## config.mk

```make
export PLATFORM = sky130hd
export DESIGN_NAME = modulador_sequencer
export DESIGN_NICKNAME = d
export VERILOG_FILES = /design/src/rtl/modulador_sequencer.sv
export SDC_FILE = /design/constraint.sdc
export NUM_CORES = 1
export LEC_CHECK = 0
export CAP_MARGIN = 20
export CORE_MARGIN = 5
export CORE_UTILIZATION = 48
export CTS_CLUSTER_DIAMETER = 60
export DETAILED_ROUTE_END_ITERATION = 8
export PLACE_DENSITY_LB_ADDON = 0.1
export SLEW_MARGIN = 30
export SYNTH_ARGS = -nofsm -noshare
export SYNTH_HDL_FRONTEND = slang
export SYNTH_SLANG_ARGS = --single-unit
```

## constraint.sdc

```tcl
create_clock -name clock -period 3.1 [get_ports clock]
set_input_delay 0.465 -clock clock [delete_from_list [all_inputs] [get_ports clock]]
set_output_delay 0.465 -clock clock [all_outputs]
set_load 0.05 [all_outputs]
```

## src/rtl/modulador_sequencer.sv

```systemverilog
// modulador_sequencer
//   Drives the modulator's 4-bit channel enable. A one-hot enable walks
//   through the channels of a mask latched at start. Each channel is held
//   for DWELL_CYCLES cycles. Consecutive channels are separated by
//   GAP_CYCLES all-zero cycles (break-before-make). The walk repeats for
//   NB_ROUNDS passes; NB_ROUNDS=0 means it runs until stopped.
//
// Ports
//   clock     system clock, rising edge
//   i_reset   asynchronous reset, active low
//   i_start   level; starts a sequence from IDLE when the mask is non-zero
//   i_stop    abort to IDLE, no done pulse
//   i_mask    participating channels, latched on an accepted start
//   o_enable  one-hot channel enable, or zero
//   o_busy    high while the sequence is in RUN or GAP
//   o_done    one-cycle pulse after the last channel of the last round
//   o_step    index of the current or last-driven channel
module modulador_sequencer #(
  parameter int unsigned DWELL_CYCLES = 1000,
  parameter int unsigned GAP_CYCLES   = 10,
  parameter int unsigned NB_ROUNDS    = 1
) (
  input  logic       clock,
  input  logic       i_reset,
  input  logic       i_start,
  input  logic       i_stop,
  input  logic [3:0] i_mask,
  output logic [3:0] o_enable,
  output logic       o_busy,
  output logic       o_done,
  output logic [1:0] o_step
);

  // Counters run from N-1 down to 0, so 0 marks the last cycle of a phase.
  localparam logic [23:0] DWELL_LOAD = 24'(DWELL_CYCLES - 1);
  localparam logic [15:0] GAP_LOAD   = 16'(GAP_CYCLES - 1);
  localparam logic [7:0]  LAST_ROUND = 8'(NB_ROUNDS - 1);
  localparam logic        COUNTED    = (NB_ROUNDS != 0);

  typedef enum logic [1:0] {IDLE, RUN, GAP, DONE} state_t;

  state_t      state;
  logic [3:0]  mask_q;
  logic [23:0] dwell_cnt;
  logic [15:0] gap_cnt;
  logic [7:0]  round_cnt;

  logic [1:0]  first_step;
  logic [1:0]  next_step;
  logic        wrap;
  logic        last_chan;

  always_comb begin
    // Lowest set bit of the incoming mask. The loop scans downward so the
    // lowest index is the one assigned last.
    first_step = 2'd0;
    for (int i = 3; i >= 0; i--)
      if (i_mask[i]) first_step = 2'(i);

    // Next set bit above the current step, modulo 4. Offsets are scanned
    // downward so the nearest bit wins. If no other bit is set, the channel
    // repeats, which gives the single-bit-mask behaviour.
    next_step = o_step;
    for (int i = 3; i >= 1; i--)
      if (mask_q[o_step + 2'(i)]) next_step = o_step + 2'(i);

    // Landing at or below the current step closes a round.
    wrap      = (next_step <= o_step);
    last_chan = COUNTED && wrap && (round_cnt == LAST_ROUND);
  end

  always_ff @(posedge clock or negedge i_reset) begin
    if (!i_reset) begin
      state     <= IDLE;
      mask_q    <= 4'd0;
      dwell_cnt <= 24'd0;
      gap_cnt   <= 16'd0;
      round_cnt <= 8'd0;
      o_enable  <= 4'd0;
      o_busy    <= 1'b0;
      o_done    <= 1'b0;
      o_step    <= 2'd0;
    end else begin
      o_done <= 1'b0;
      if (i_stop) begin
        // The step index is kept so the last-driven channel stays visible.
        state    <= IDLE;
        o_enable <= 4'd0;
        o_busy   <= 1'b0;
      end else begin
        case (state)
          IDLE: begin
            if (i_start && (i_mask != 4'd0)) begin
              mask_q    <= i_mask;
              o_step    <= first_step;
              dwell_cnt <= DWELL_LOAD;
              round_cnt <= 8'd0;
              o_enable  <= 4'b0001 << first_step;
              o_busy    <= 1'b1;
              state     <= RUN;
            end
          end
          RUN: begin
            if (dwell_cnt == 24'd0) begin
              o_enable <= 4'd0;
              if (last_chan) begin
                o_busy <= 1'b0;
                o_done <= 1'b1;
                state  <= DONE;
              end else begin
                gap_cnt <= GAP_LOAD;
                state   <= GAP;
              end
            end else begin
              dwell_cnt <= dwell_cnt - 24'd1;
            end
          end
          GAP: begin
            if (gap_cnt == 16'd0) begin
              o_step    <= next_step;
              dwell_cnt <= DWELL_LOAD;
              o_enable  <= 4'b0001 << next_step;
              if (COUNTED && wrap) round_cnt <= round_cnt + 8'd1;
              state     <= RUN;
            end else begin
              gap_cnt <= gap_cnt - 16'd1;
            end
          end
          DONE: state <= IDLE;
          default: state <= IDLE;
        endcase
      end
    end
  end

endmodule
```

==> flow_metrics.py <==
metrics = {
    "run_status": {
        "status": "complete, no violations",
    },
    "die": {
        "core_area_sq_mm": 0.00733,
        "core.rowCount": 31,
        "io_pins": 16,
        "die_y_um": 97.1,
        "dieArea_sq_mm": 0.00943,
        "die_w_um": 97.1,
        "initial_core_util_pct": 49.7,
    },
    "critical_path": {
        "ff2ff_setup_slack_ns": 0.25,
        "end_kind": "flip-flop",
        "arrival_ns": 3.12,
        "crit_required_ns": 3.37,
        "crit_fanout": 8,
        "r2r_end": "gap_cnt[15]",
        "reg2reg_depth": 10,
        "critPathKind": "reg2reg",
        "r2r_start": "o_step[0]",
        "startpoint_type": "flip-flop",
    },
    "cts": {
        "cts_tree": "done",
        "clkSlewWorstSetupHoldPaths_ns": 0.07,
        "cts_root_buf": "clkbuf_8",
        "cts_buffer_depth": 2,
        "cts_resized": 0,
        "insertion_delay_ns": 0.34,
        "post_cts_buffers": 0,
        "cts_max_level": 3,
        "ctsHoldBuffers": 0,
        "cts_buffers": 9,
        "clock_sinks": 62,
    },
    "yosys": {
        "synth-simple-area-share_pct": 30.0,
        "synth_compound_area_share_pct": 11.7,
        "synth_xor_xnor_area_share_pct": 6.49,
        "synthCells": 401,
        "yosysUniqueCellTypes": 54,
        "yosysSeqAreaShare_pct": 42.6,
        "muxShareOfSynthArea_pct": 2.10,
        "ys_ff_latch": 62,
        "async_flop_share_pct": 100,
        "synth_fp_nets": 419,
        "ys_dominant_reg_cell": "dfrtp_1",
        "synth_top_family_by_area": "simple AND/OR/NAND/NOR gates",
        "syn_avg_cell_area_sq_um": 9.08,
        "synth-adder-area-share_pct": 3.44,
        "netlist_area_sq_mm": 0.00364,
        "synth_edf_count": 0,
        "yosys_warnings": 0,
    },
    "global_routing": {
        "grt_start_max_net_pins": 63,
        "antenna_found_initial": 0,
        "grt_pass1_vias": 3004,
        "grt_pass1_wl_um": 14400,
        "grt.overflow.total": 0,
        "groute.usage.overall_pct": 18.4,
    },
    "drt": {
        "firstDrtPassIters": 4,
        "wl_um": 8260,
        "wl_per_cell_um": 15.5,
        "via_per_inst": 5.71,
        "via_count": 3036,
        "antenna_left": 0,
        "drcViolationCount": 0,
        "drt_iter0_markers": 128,
    },
    "layout": {
        "nFillCells": 655,
        "area_growth_pct": 16.0,
        "fin_nets": 446,
        "n_antenna_cell": 0,
        "stdcell_count": 532,
        "multi_input_area_sq_mm": 0.00196,
        "register_area_sq_mm": 0.00155,
        "drive_gt1_share_pct": 12.0,
    },
    "timing": {
        "setup_viol": 0,
        "setup_slack_ns": 0.251,
        "finalClockSkew_ns": 0.0108,
        "finalCritPeriodShare_pct": 91.9,
        "slew_viol_final": 0,
        "tightest_slew_ns": 0.798,
        "period_needed_ns": 2.85,
        "max_freq_ghz": 0.351,
        "fin_setup_tns_ns": 0,
        "rsz0062_at_grt": "no",
        "finalHoldViolCount": 0,
        "slew-limit-headroom_pct": 46.8,
    },
    "power_and_ir_drop": {
        "irDropWorstVdd_mv": 0.358,
        "p_leak_nw": 1.74,
        "p_per_area_mw_per_mm2": 842,
    },
    "placement": {
        "dp_slack_ns": 0.242,
        "place.gp.congestion": 0.794,
        "hpwl_um": 5720,
        "portBuffers": 15,
        "place_inst": 516,
    },
    "flow_run": {
        "cap_violations": 0,
    },
    "worst_hold_path": {
        "worst_hold_path_type": "in2async",
    },
}
metal layers:
metal  vias to the layer above  global-route usage (%)  share of wire, %
met5                         -                       0                 0
met4                         0                    6.48               1.6
met3                        13                    4.52               4.0
met2                        57                    29.2                48
met1                      1458                    24.5                47
li1                       1508                       -                 -
power by group:
part / internal [mW] / total (mW) / switching, mW / leakage [nW]
sequential: 0.978 / 1.14 / 0.161 / 0.796
clock: 0.579 / 0.895 / 0.316 / 0.124
combinational: 0.576 / 1.53 / 0.950 / 0.821
total: 2.13 / 3.56 / 1.43 / 1.74
Yosys cell counts (13+ instances only):
cell       n  area, sq um
clkbuf_1  13         48.8
nand3_1   13         65.1
nor3_1    19         95.1
inv_1     15         56.3
xnor2_1   20          175
or3_1     14         87.6
nand2_1   22         82.6
a21oi_1   17         85.1
o21ai_0   19         95.1
nor4_1    15         93.8
dfrtp_1   62         1550
nor2_1    48          180
registers in the layout, summed over array words and instances, names as in the netlist:
signal	count
o_done	1
dwell_cnt	24
o_step	2
round_cnt	8
o_busy	1
mask_q	4
o_enable	4
state	2
gap_cnt	16
how the worst max path moves through the flow:
stage          startpoint           to
2_1_floorplan   o_step[0]  gap_cnt[15]
3_3_place_gp    o_step[0]  gap_cnt[15]
3_5_place_dp    o_step[0]  gap_cnt[15]
4_1_cts         o_step[0]  gap_cnt[15]
5_1_grt         o_step[0]  gap_cnt[15]
6_report        o_step[0]  gap_cnt[15]
cell usage in the layout, fill, tap and decap left out, types with 3 or more instances in the layout:
cell type / count
dfrtp_1: 62
nor2_1: 48
nand2_1: 22
xnor2_1: 20
o21ai_0: 19
nor3_1: 19
buf_4: 19
a21oi_1: 17
inv_1: 15
nor4_1: 15
or3_1: 14
clkdlybuf4s50_1: 14
nand3_1: 13
nand4_1: 11
clkbuf_8: 11
ha_1: 10
nand2b_1: 9
nor2b_1: 7
o31ai_1: 7
or4_1: 7
xor2_1: 7
or2_2: 6
nor3b_1: 5
mux2_2: 5
nor4b_1: 4
and3_1: 3
o41ai_1: 3
a31oi_1: 3
bufinv_16: 3
stage by stage:
| stage | power (mW) | area, sq um | utilization [%] | hold slack (ns) |
|---|---|---|---|---|
| finish | 3.56 | 4230 | 57.7 | 0.292 |
| global route | 3.82 | 4230 | 57.7 | 0.367 |
| CTS | 3.58 | 4230 | 57.7 | 0.322 |
| detailed placement | 2.67 | 3980 | 54.3 | 0.507 |
| global placement | 2.64 | 3980 | 54.3 | 0.504 |
| floorplan | 2.21 | 3640 | - | 0.169 |
layout make-up:
| type | count | area share, % |
|---|---|---|
| Inverter | 15 | 1.33 |
| Tap cell | 99 | 2.93 |
| Clock inverter | 3 | 2.13 |
| Multi-Input combinational cell | 306 | 46.3 |
| Sequential cell | 62 | 36.7 |
| Clock buffer | 13 | 3.76 |
| Timing Repair Buffer | 34 | 6.81 |
critical path: stages, from the launching register on:
cell and delay, ns:
dfrtp_1 0.43, inv_1 0.07, o311ai_0 0.46, inv_1 0.09, ha_1 0.28, nand2_1 0.08, o21ai_0 0.11, a31oi_1 0.37
nand4_4 0.22, or4_1 0.51, a21oi_1 0.14
kinds of logic after synthesis:
| logic type | after synthesis |
|---|---|
| mux | 7 |
| flops | 62 |
| simple gates | 196 |
| xor+xnor | 27 |
| fa+ha+maj | 10 |
| compound gates | 66 |
| buf+inv | 33 |
Power figures use the tool's default switching activity.
